[src/rtl/reset_sequencer.sv]
// Ordered release of NUM_STAGES active-low reset domains.
// Holds all domains, then releases one per STAGE_CYCLES.
module reset_sequencer #(
  parameter int NUM_STAGES   = 3,
  parameter int HOLD_CYCLES  = 4,
  parameter int STAGE_CYCLES = 16
) (
  input  logic                  i_clock,
  input  logic                  i_reset,
  input  logic                  i_launch,
  input  logic                  i_sw_req,
  output logic [NUM_STAGES-1:0] o_resetn,
  output logic                  o_done
);

  localparam int MAXC = (HOLD_CYCLES > STAGE_CYCLES) ?
                        HOLD_CYCLES : STAGE_CYCLES;
  localparam int CW = $clog2(MAXC) + 1;
  localparam int SW = $clog2(NUM_STAGES) + 1;

  localparam logic [CW-1:0] HOLD_LAST  = CW'(HOLD_CYCLES - 1);
  localparam logic [CW-1:0] STAGE_LAST = CW'(STAGE_CYCLES - 1);
  localparam logic [SW-1:0] LAST_STAGE = SW'(NUM_STAGES - 1);
  localparam logic [NUM_STAGES-1:0] ALL1 = '1;
  localparam logic [NUM_STAGES-1:0] BIT0 = NUM_STAGES'(1);

  if (NUM_STAGES < 1) begin : g_bad_stages
    $error("NUM_STAGES must be >= 1");
  end
  if (HOLD_CYCLES < 1) begin : g_bad_hold
    $error("HOLD_CYCLES must be >= 1");
  end
  if (STAGE_CYCLES < 1) begin : g_bad_stage_cycles
    $error("STAGE_CYCLES must be >= 1");
  end

  typedef enum logic [1:0] {
    IDLE,
    HOLD,
    RELEASE,
    DONE
  } state_t;

  state_t                state_q  = IDLE;
  logic [CW-1:0]         cnt_q    = '0;
  logic [SW-1:0]         stage_q  = '0;
  logic [NUM_STAGES-1:0] resetn_q = '1;
  logic                  done_q   = 1'b0;

  state_t                state_d;
  logic [CW-1:0]         cnt_d;
  logic [SW-1:0]         stage_d;
  logic [NUM_STAGES-1:0] resetn_d;
  logic                  done_d;

  always_ff @(posedge i_clock) begin
    if (i_reset) begin
      state_q  <= IDLE;
      cnt_q    <= '0;
      stage_q  <= '0;
      resetn_q <= ALL1;
      done_q   <= 1'b0;
    end else begin
      state_q  <= state_d;
      cnt_q    <= cnt_d;
      stage_q  <= stage_d;
      resetn_q <= resetn_d;
      done_q   <= done_d;
    end
  end

  always_comb begin
    state_d  = state_q;
    cnt_d    = cnt_q;
    stage_d  = stage_q;
    resetn_d = resetn_q;
    done_d   = done_q;
    unique case (state_q)
      IDLE: begin
        resetn_d = ALL1;
        done_d   = 1'b0;
        if (i_launch) begin
          state_d  = HOLD;
          resetn_d = '0;
          cnt_d    = '0;
          stage_d  = '0;
        end
      end
      HOLD: begin
        if (!i_launch) begin
          state_d  = IDLE;
          resetn_d = ALL1;
          done_d   = 1'b0;
          cnt_d    = '0;
          stage_d  = '0;
        end else if (cnt_q == HOLD_LAST) begin
          resetn_d = BIT0;
          cnt_d    = '0;
          stage_d  = SW'(1);
          if (NUM_STAGES == 1) begin
            state_d = DONE;
            done_d  = 1'b1;
          end else begin
            state_d = RELEASE;
          end
        end else begin
          cnt_d = cnt_q + CW'(1);
        end
      end
      RELEASE: begin
        if (!i_launch) begin
          state_d  = IDLE;
          resetn_d = ALL1;
          done_d   = 1'b0;
          cnt_d    = '0;
          stage_d  = '0;
        end else if (cnt_q == STAGE_LAST) begin
          // stage_q always names the lowest still-held domain
          resetn_d = resetn_q | (BIT0 << stage_q);
          cnt_d    = '0;
          stage_d  = stage_q + SW'(1);
          if (stage_q == LAST_STAGE) begin
            state_d = DONE;
            done_d  = 1'b1;
          end
        end else begin
          cnt_d = cnt_q + CW'(1);
        end
      end
      DONE: begin
        if (!i_launch) begin
          state_d  = IDLE;
          resetn_d = ALL1;
          done_d   = 1'b0;
          cnt_d    = '0;
          stage_d  = '0;
        end else if (i_sw_req) begin
          state_d  = HOLD;
          resetn_d = '0;
          done_d   = 1'b0;
          cnt_d    = '0;
          stage_d  = '0;
        end
      end
      default: begin
        state_d  = IDLE;
        resetn_d = ALL1;
        done_d   = 1'b0;
        cnt_d    = '0;
        stage_d  = '0;
      end
    endcase
  end

  assign o_resetn = resetn_q;
  assign o_done   = done_q;

endmodule
[config.mk]
export PLATFORM = sky130hd
export DESIGN_NAME = reset_sequencer
export DESIGN_NICKNAME = d
export VERILOG_FILES = /design/src/rtl/reset_sequencer.sv
export SDC_FILE = /design/constraint.sdc
export NUM_CORES = 1
export LEC_CHECK = 0
export ABC_AREA = 1
export CAP_MARGIN = 20
export CORE_AREA = 3 3 62 64
export CTS_BUF_LIST = sky130_fd_sc_hd__clkbuf_8
export CTS_CLUSTER_DIAMETER = 60
export CTS_CLUSTER_SIZE = 24
export DETAILED_ROUTE_END_ITERATION = 8
export DIE_AREA = 0 0 65 67
export HOLD_SLACK_MARGIN = 0.08
export PLACE_DENSITY = 0.43
export SKIP_LAST_GASP = 1
export SLEW_MARGIN = 20
export SYNTH_ARGS = -nofsm -noshare
export SYNTH_HDL_FRONTEND = slang
export SYNTH_SLANG_ARGS = --single-unit
[constraint.sdc]
create_clock -name i_clock -period 2.4 [get_ports i_clock]
set_input_delay 0.6 -clock i_clock [delete_from_list [all_inputs] [get_ports i_clock]]
set_output_delay 0.6 -clock i_clock [all_outputs]
set_load 0.005 [all_outputs]
==> out/qor.yml, run 1 <==
sta:
  slew_headroom: 0.754
  fin_crit_sh: 0.801
  drv_slew: 0
  tns_ns: 0
  hold_viol: 0
  whs_ns: 0.450
  rsz0062_at_grt: "false"
  clock_skew_ns: 0.000680
  setup_viol: 0
  worstMarginPinSlew_ns: 0.368
  fmax_mhz: 520
  fin_crit_ns: 1.92
synth:
  synth_area_um2: 985
  ys_seq_area_frac: 0.285
  yosysTopAreaCellShare: 0.285
  ys_top_cells_by_count: "31 x nand2_1, 20 x inv_1, 14 x dfxtp_1, 14 x nor2_1, 11 x ha_1"
  yosys-top-cells-area: "dfxtp_1 28%, ha_1 14%, nand2_1 12%, inv_1 7.6%, nor2_1 5.3%"
  yosysUniqueCellTypes: 24
  netlist.top_cell.by_area: "dfxtp_1"
  avgSynthCellArea_um2: 7.14
  synth_warnings: 0
  synthFlopType: "dfxtp_1"
  synth-edff-count: 0
  syn_inst: 138
  yosysMostFrequentCell: "nand2_1"
  ys_seq_elements: 14
  synth_fp_nets: 153
  synthArstFlopShare: 0
finish:
  areaGrowthSynthToFinish_pct: 18.2
  diodes: 0
  drive_gt1_frac: 0.148
  nNetsFinal: 165
cts:
  cts_tree: "built"
  cts_buffers: 3
  postCtsSetupBuffers: 0
  clk_path_buf_depth: 2
  cts_hold_buf: 0
  numClockSinks: 14
  cts_resized: 0
  htreeDepth: 1
  clock_latency_ns: 0.25
  cts_root_buf: "clkbuf_8"
  clk_pin_slew_ns: 0.06
detailed_routing:
  routed-via-count: 842
  drt_iter0_drc: 25
  antenna_left: 0
  avgViaCountPerCell: 4.32
  route.detailed.drc: 0
  firstDrtPassIters: 2
  wl_per_cell_um: 10.7
  wl_um: 2090
setup_path:
  regToRegSetupSlack_ns: 0.73
  timing.rr.start: "state_q[1]"
  crit_path_start_kind: "input port"
  crit_chain: "clkdlybuf4s50_1, nand2_2, nor2_4, inv_2, nand2_2, nor2_2, a22oi_1, nor2_1"
  critPathSlowestCell: "clkdlybuf4s50_1"
  cpPeakStageDelay_ns: 0.69
  path_max_fanout: 9
  r2r_end: "o_resetn[0]"
  path_common_cell: "nand2_2"
  cp.arrival_ns: 2.06
  endpoint_kind: "flop"
  path_class: "input port to flop"
  reg2regPathDepth: 7
  cp.required_ns: 2.54
die:
  dieArea_mm2: 0.00436
  fp.dieW_um: 65
  io_pins: 8
  core-area_mm2: 0.00334
  start_util: 0.295
  die_y_um: 67
  row_count: 21
hold_path:
  min_path_cells: 2
  hold_end: "o_done"
  hold_path_startpoint: "o_done"
  hold_class: "flop to flop"
grt:
  track_usage: 0.118
  grt_pass1_vias: 868
  antenna_found_initial: 0
  grt_overflow: 0
  grt_max_degree: 11
  grt_pass1_wl_um: 3870
outcome:
  status: "completed"
power:
  seq_power_share: 0.282
  swShare: 0.425
  p_clk_frac: 0.205
  switching_power_uw: 489
  leakage_nw: 0.509
  ir_drop_mv: 0.419
  powerDensity_mw_per_mm2: 988
  power_frac_comb: 0.513
  intPower_uw: 661
place:
  hpwl_um: 1720
  gp_congestion: 0.793
  place.port_buffers: 7
run:
  drv_cap: 0
cells by family (layout without fill, tap and decap cells):
logic type / Yosys count / after routing / share of synthesized area
AO/OA/AOI/OAI: 20 / 20 / 0.117
XOR/XNOR: 1 / 1 / 0.00890
adder cells (fa/ha/maj): 11 / 11 / 0.140
buffers and inverters: 24 / 35 / 0.0991
flip-flops: 14 / 14 / 0.285
AND/OR/NAND/NOR: 68 / 68 / 0.351
registers in the layout, indices dropped and copies added, names as in the netlist:
name	flops
stage_q	3
o_resetn	3
o_done	1
state_q	2
cnt_q	5
metrics by stage:
step,util,std cells,power [mW],setup WS (ns),cell area (um2)
floorplan,-,138,0.750,0.931,985
global placement,0.332,191,0.934,0.214,1110
detailed placement,0.332,191,0.931,0.208,1110
CTS,0.349,195,1.17,0.474,1160
global route,0.349,195,1.27,0.367,1160
finish,0.349,195,1.15,0.478,1160
worst max-delay path, delay by kind of cell:
kind / cells / cell delay (ns)
AND/OR/NAND/NOR: 5 / 0.56
buffers and inverters: 2 / 0.75
AO/OA/AOI/OAI: 1 / 0.14
how the worst max path moves through the flow:
| stage | from | to | cells after the start |
|---|---|---|---|
| detailed placement | i_launch | cnt_q[1] | 8 |
| finish | i_launch | cnt_q[1] | 8 |
| global placement | i_launch | cnt_q[1] | 8 |
| floorplan | cnt_q[0] | o_resetn[0] | 9 |
| global route | i_launch | o_resetn[2] | 9 |
| CTS | i_launch | cnt_q[1] | 8 |
metal layers:
metal / track usage / vias up / routed length (um)
met1: 0.147 / 374 / 1030
met3: 0.0388 / 4 / 79
li1: - / 456 / -
met4: 0.0475 / 0 / 41
met5: 0 / - / 0
met2: 0.186 / 8 / 939
power by group through the flow:
| stage | Combinational [mW] | Clock, mW | Sequential (mW) |
|---|---|---|---|
| floorplan | 0.426 | 0 | 0.324 |
| global placement | 0.603 | 0 | 0.330 |
| detailed placement | 0.599 | 0 | 0.332 |
| CTS | 0.601 | 0.243 | 0.326 |
| global route | 0.679 | 0.253 | 0.335 |
| finish | 0.589 | 0.236 | 0.324 |
placed cells by master, fill, tap and decap left out, drive strengths merged, types with 2 or more instances in the layout:
master	instances
a21oi	8
a22oi	3
clkbuf	4
clkdlybuf4s50	7
dfxtp	14
ha	11
inv	22
nand2	37
nand3	6
nand4	2
nor2	20
o21ai	6
o21bai	2
layout make-up:
class,count,area [um2]
Tap cell,46,57.6
Clock buffer,4,55.1
Fill cell,383,2170
Inverter,23,86.3
Multi-Input combinational cell,100,607
Sequential cell,14,280
Timing Repair Buffer,8,77.6
(Power assumes the default switching activity.)
==> inputs of run 2 (changes only) <==
Clock period 2.4 ns to 2 ns, I/O delays scaled along.
==> out/qor.yml, run 2 (same netlist as run 1, synthesis figures left out) <==
power:
  totalPowerFinal_mw: 1.40
  leakage_nw: 0.529
  powerDensity_mw_per_mm2: 1170
  ir_drop_mv: 0.575
grt:
  grt_overflow: 0
  grt_pass1_wl_um: 3890
  grt_max_degree: 11
  track_usage: 0.120
  grt_pass1_vias: 830
  antenna_found_initial: 0
setup_path:
  path_max_fanout: 6
  crit_chain: "clkdlybuf4s50_1, nand2_1, inv_1, nand2_4, nand2_2, nor2_2, nand2_2, nand2_1, nand3_1"
  path_class: "input port to flop"
  cp.required_ns: 2.13
  crit_path_start_kind: "input port"
  cpPeakStageDelay_ns: 0.55
  regToRegSetupSlack_ns: 0.32
  endpoint_kind: "flop"
  cp.arrival_ns: 1.87
  critPathSlowestCell: "clkdlybuf4s50_1"
die:
  dieArea_mm2: 0.00436
  fp.dieW_um: 65
  io_pins: 8
  start_util: 0.295
  row_count: 21
  core-area_mm2: 0.00334
  die_y_um: 67
sta:
  rsz0062_at_grt: "false"
  clock_skew_ns: 0.00306
  whs_ns: 0.457
  setup_viol: 0
  worstMarginPinSlew_ns: 0.325
  drv_slew: 0
  fin_crit_sh: 0.873
  fin_crit_ns: 1.75
  fmax_mhz: 573
  hold_viol: 0
  slew_headroom: 0.782
  setup_slack_ns: 0.254
detailed_routing:
  firstDrtPassIters: 4
  routed-via-count: 857
  drt_iter0_drc: 20
  route.detailed.drc: 0
  avgViaCountPerCell: 4.31
  wl_um: 2170
  wl_per_cell_um: 10.9
  antenna_left: 0
cts:
  postCtsSetupBuffers: 0
  cts_buffers: 3
  clk_pin_slew_ns: 0.06
  numClockSinks: 14
  cts_hold_buf: 0
  cts_root_buf: "clkbuf_8"
  clk_path_buf_depth: 2
  cts_tree: "built"
  htreeDepth: 1
  cts_resized: 0
  clock_latency_ns: 0.25
finish:
  diodes: 0
  top_register: "cnt_q"
  final_common_cell: "nand2_1"
  areaGrowthSynthToFinish_pct: 21.2
  nNetsFinal: 169
  drive_gt1_frac: 0.170
  largest_reg_flops: 5
  most-common-layout-cells: "31 x nand2_1, 20 x inv_1, 14 x nor2_1, 14 x dfxtp_1, 11 x ha_1"
place:
  place.port_buffers: 7
  hpwl_um: 1750
  gp_congestion: 0.838
  place_ws_ns: -0.00948
run:
  drv_cap: 0
hold_path:
  hold_class: "flop to flop"
outcome:
  status: "completed"
-- run 2: cell types whose count changed in the layout (fill, tap and decap cells not counted), sizes merged --
cell / delta
buf: +4
-- run 2: worst max-delay path: cells and delay by family --
kind,cells,cell delay [ns]
buf+inv,2,0.65
simple gates,7,0.72
-- run 2: routing by layer --
metal  global-route usage  up-vias  part of all wire
met2                0.198        7              0.44
met3               0.0371        4             0.031
met5                    0        -                 0
li1                     -      463                 -
met4               0.0475        0             0.013
met1                0.145      383              0.51
-- run 2: layout make-up --
class / count / area, um2
clock buffer: 4 / 55.1
fill: 376 / 2140
inverter: 23 / 86.3
multi-input combinational: 100 / 607
sequential: 14 / 280
tap: 46 / 57.6
timing repair buffer: 12 / 108
-- run 2: final timing paths --
path	startpoint	end	cells after the start
setup reg to reg	state_q[1]	o_resetn[0]	7
setup / recovery	i_launch	o_resetn[1]	9
hold / removal	o_done	o_done	2
hold reg to reg	o_done	o_done	2
-- run 2: through the flow --
stage | utilization | cell area [um2] | cells | TNS [ns]
detailed placement | 0.341 | 1140 | 195 | -0.00948
global placement | 0.341 | 1140 | 195 | 0
floorplan | - | 985 | 138 | 0
global route | 0.358 | 1190 | 199 | 0
CTS | 0.358 | 1190 | 199 | 0
finish | 0.358 | 1190 | 199 | 0
-- run 2: report_power, final --
| part | leakage, nW | switching, mW | internal, mW | total, mW |
|---|---|---|---|---|
| Combinational | 0.385 | 0.436 | 0.284 | 0.720 |
| Clock | 0.0288 | 0.112 | 0.175 | 0.287 |
| Sequential | 0.115 | 0.0463 | 0.342 | 0.389 |
| Total | 0.529 | 0.594 | 0.801 | 1.40 |
==> variant (flow settings as in run 2) <==
Set the parameter `STAGE_CYCLES` to 8 (it was 16).
--- a/src/rtl/reset_sequencer.sv
+++ b/src/rtl/reset_sequencer.sv
@@ -5,3 +5,3 @@
   parameter int HOLD_CYCLES  = 4,
-  parameter int STAGE_CYCLES = 16
+  parameter int STAGE_CYCLES = 8
 ) (
Check against the original RTL: no difference found for any inputs over 10 cycles, from zero or initial values and one cycle with i_reset high; that may be too few to reach the edited logic, so the function may still have changed.
==> variant against run 2 <==
- largest power group unchanged
- routed wire length is 5.3% lower
- highest routed layer unchanged
- fmax increased by 2.2%
- area after synthesis decreased by 8.1%
- setup slack gained 37 ps
- clock skew rose by 2.6 ps
- final area fell by 8.5%
- sequential cell count fell by 1
- non-clock buffer count is 1 lower
- sequential power decreased by 8.5%
- count of clock-buffer cells in the layout fell by 1
- critical endpoint is now cnt_q[2]
- register-to-register slack worse by 20 ps
- core utilization fell by 3.0 points
- total power down 9.5%
- combinational power fell by 7.2%
==> variant: results (changes against run 2) <==
Final Skew=5.65 ps (+2.59 ps); number of fill cells=375 (-0.27%); share of cells above drive strength 1=17.8% (+0.81 points); drt total wl=2060 µm (-5.3%); DR iter-0 viols=34 (+70%); post-placement setup slack=11.8 ps (+21.3 ps); min-delay src=o_resetn[0]; Post-Synth XOR/XNOR Area=0.968% (+0.079 points); Comb power frac=52.9% (+1.3 points); most frequent cells after synthesis=37 x nand2_1, 16 x nor2_1, 13 x dfxtp_1; Slew headroom=78.7% (+0.49 points); fraction of area in registers=23.8% (+0.35 points); footprint of the multi-input gates=566 µm² (-6.8%); flop2flop setup slack=300 ps (-20 ps); Sink Count=13 (-1); Post-Synth Adder-Cell Area=12.4% (-1.5 points); first-pass GRT wire length=3680 µm (-5.3%); Synth top area share=28.8% (+0.31 points); Clock Power=239 µW (-17%); CP top delay family=buffers and inverters; Inserted Clock Buffers=3 (unchanged); Int Pwr=712 µW (-11%); number of flip-flops under the largest register name=4 (-1); sequential-to-total area share from yosys stat=28.8% (+0.31 points); Static Leak=0.000485 µW (-8.2%); status=complete, no violations; Vias/cell=4.37 (+1.5%); GPL Wtd Cong=0.840 (+0.20%); Worst VDD drop=0.000458 V (-20%); Arr. time, crit path=1850 ps (-20 ps); Non-clk bufs=11 (-1); CP peak stage delay=600 ps (+50 ps); buffering overhead=9.16% (+0.15 points); Worst setup endpoint=cnt_q[2]; Multi-Input Combinational=101 (+1.0%); DPL Wire Length=1740 µm (-0.51%); count of cell types in the netlist=22 (-8.3%); Clock Network Area Fraction=4.12% (-0.49 points)
[variant: cell count changes after synthesis, sizes merged, moves of 2 or more]
cell and delta:
ha -2, o21ai -2, o21bai -2, nand2 +7
nand3 +2, inv -6, a21oi +3, a22oi -2
[variant: worst min-delay path by stage]
stage	end	slack, ps	cells past startpoint
finish	o_resetn[0]	460	2
global placement	o_resetn[0]	450	2
detailed placement	o_resetn[0]	450	2
global route	o_resetn[2]	490	2
CTS	o_resetn[0]	460	2
floorplan	o_resetn[1]	450	2
[variant: layer usage]
layer | part of all wire, % | GRT usage, % | vias up
li1 | - | - | 442
met1 | 48 | 12.9 | 373
met2 | 46 | 19.8 | 17
met3 | 2.8 | 2.02 | 7
met4 | 3.1 | 5.54 | 0
met5 | 0 | 0 | -
[variant: per-stage QoR]
stage               cell area [µm²]  hold WS (ps)  power [µW]  cells
detailed placement             1050           447        1030    188
CTS                            1090           462        1280    192
global placement               1050           450        1030    188
floorplan                       905           447         829    133
finish                         1090           459        1260    192
global route                   1090           490        1390    192
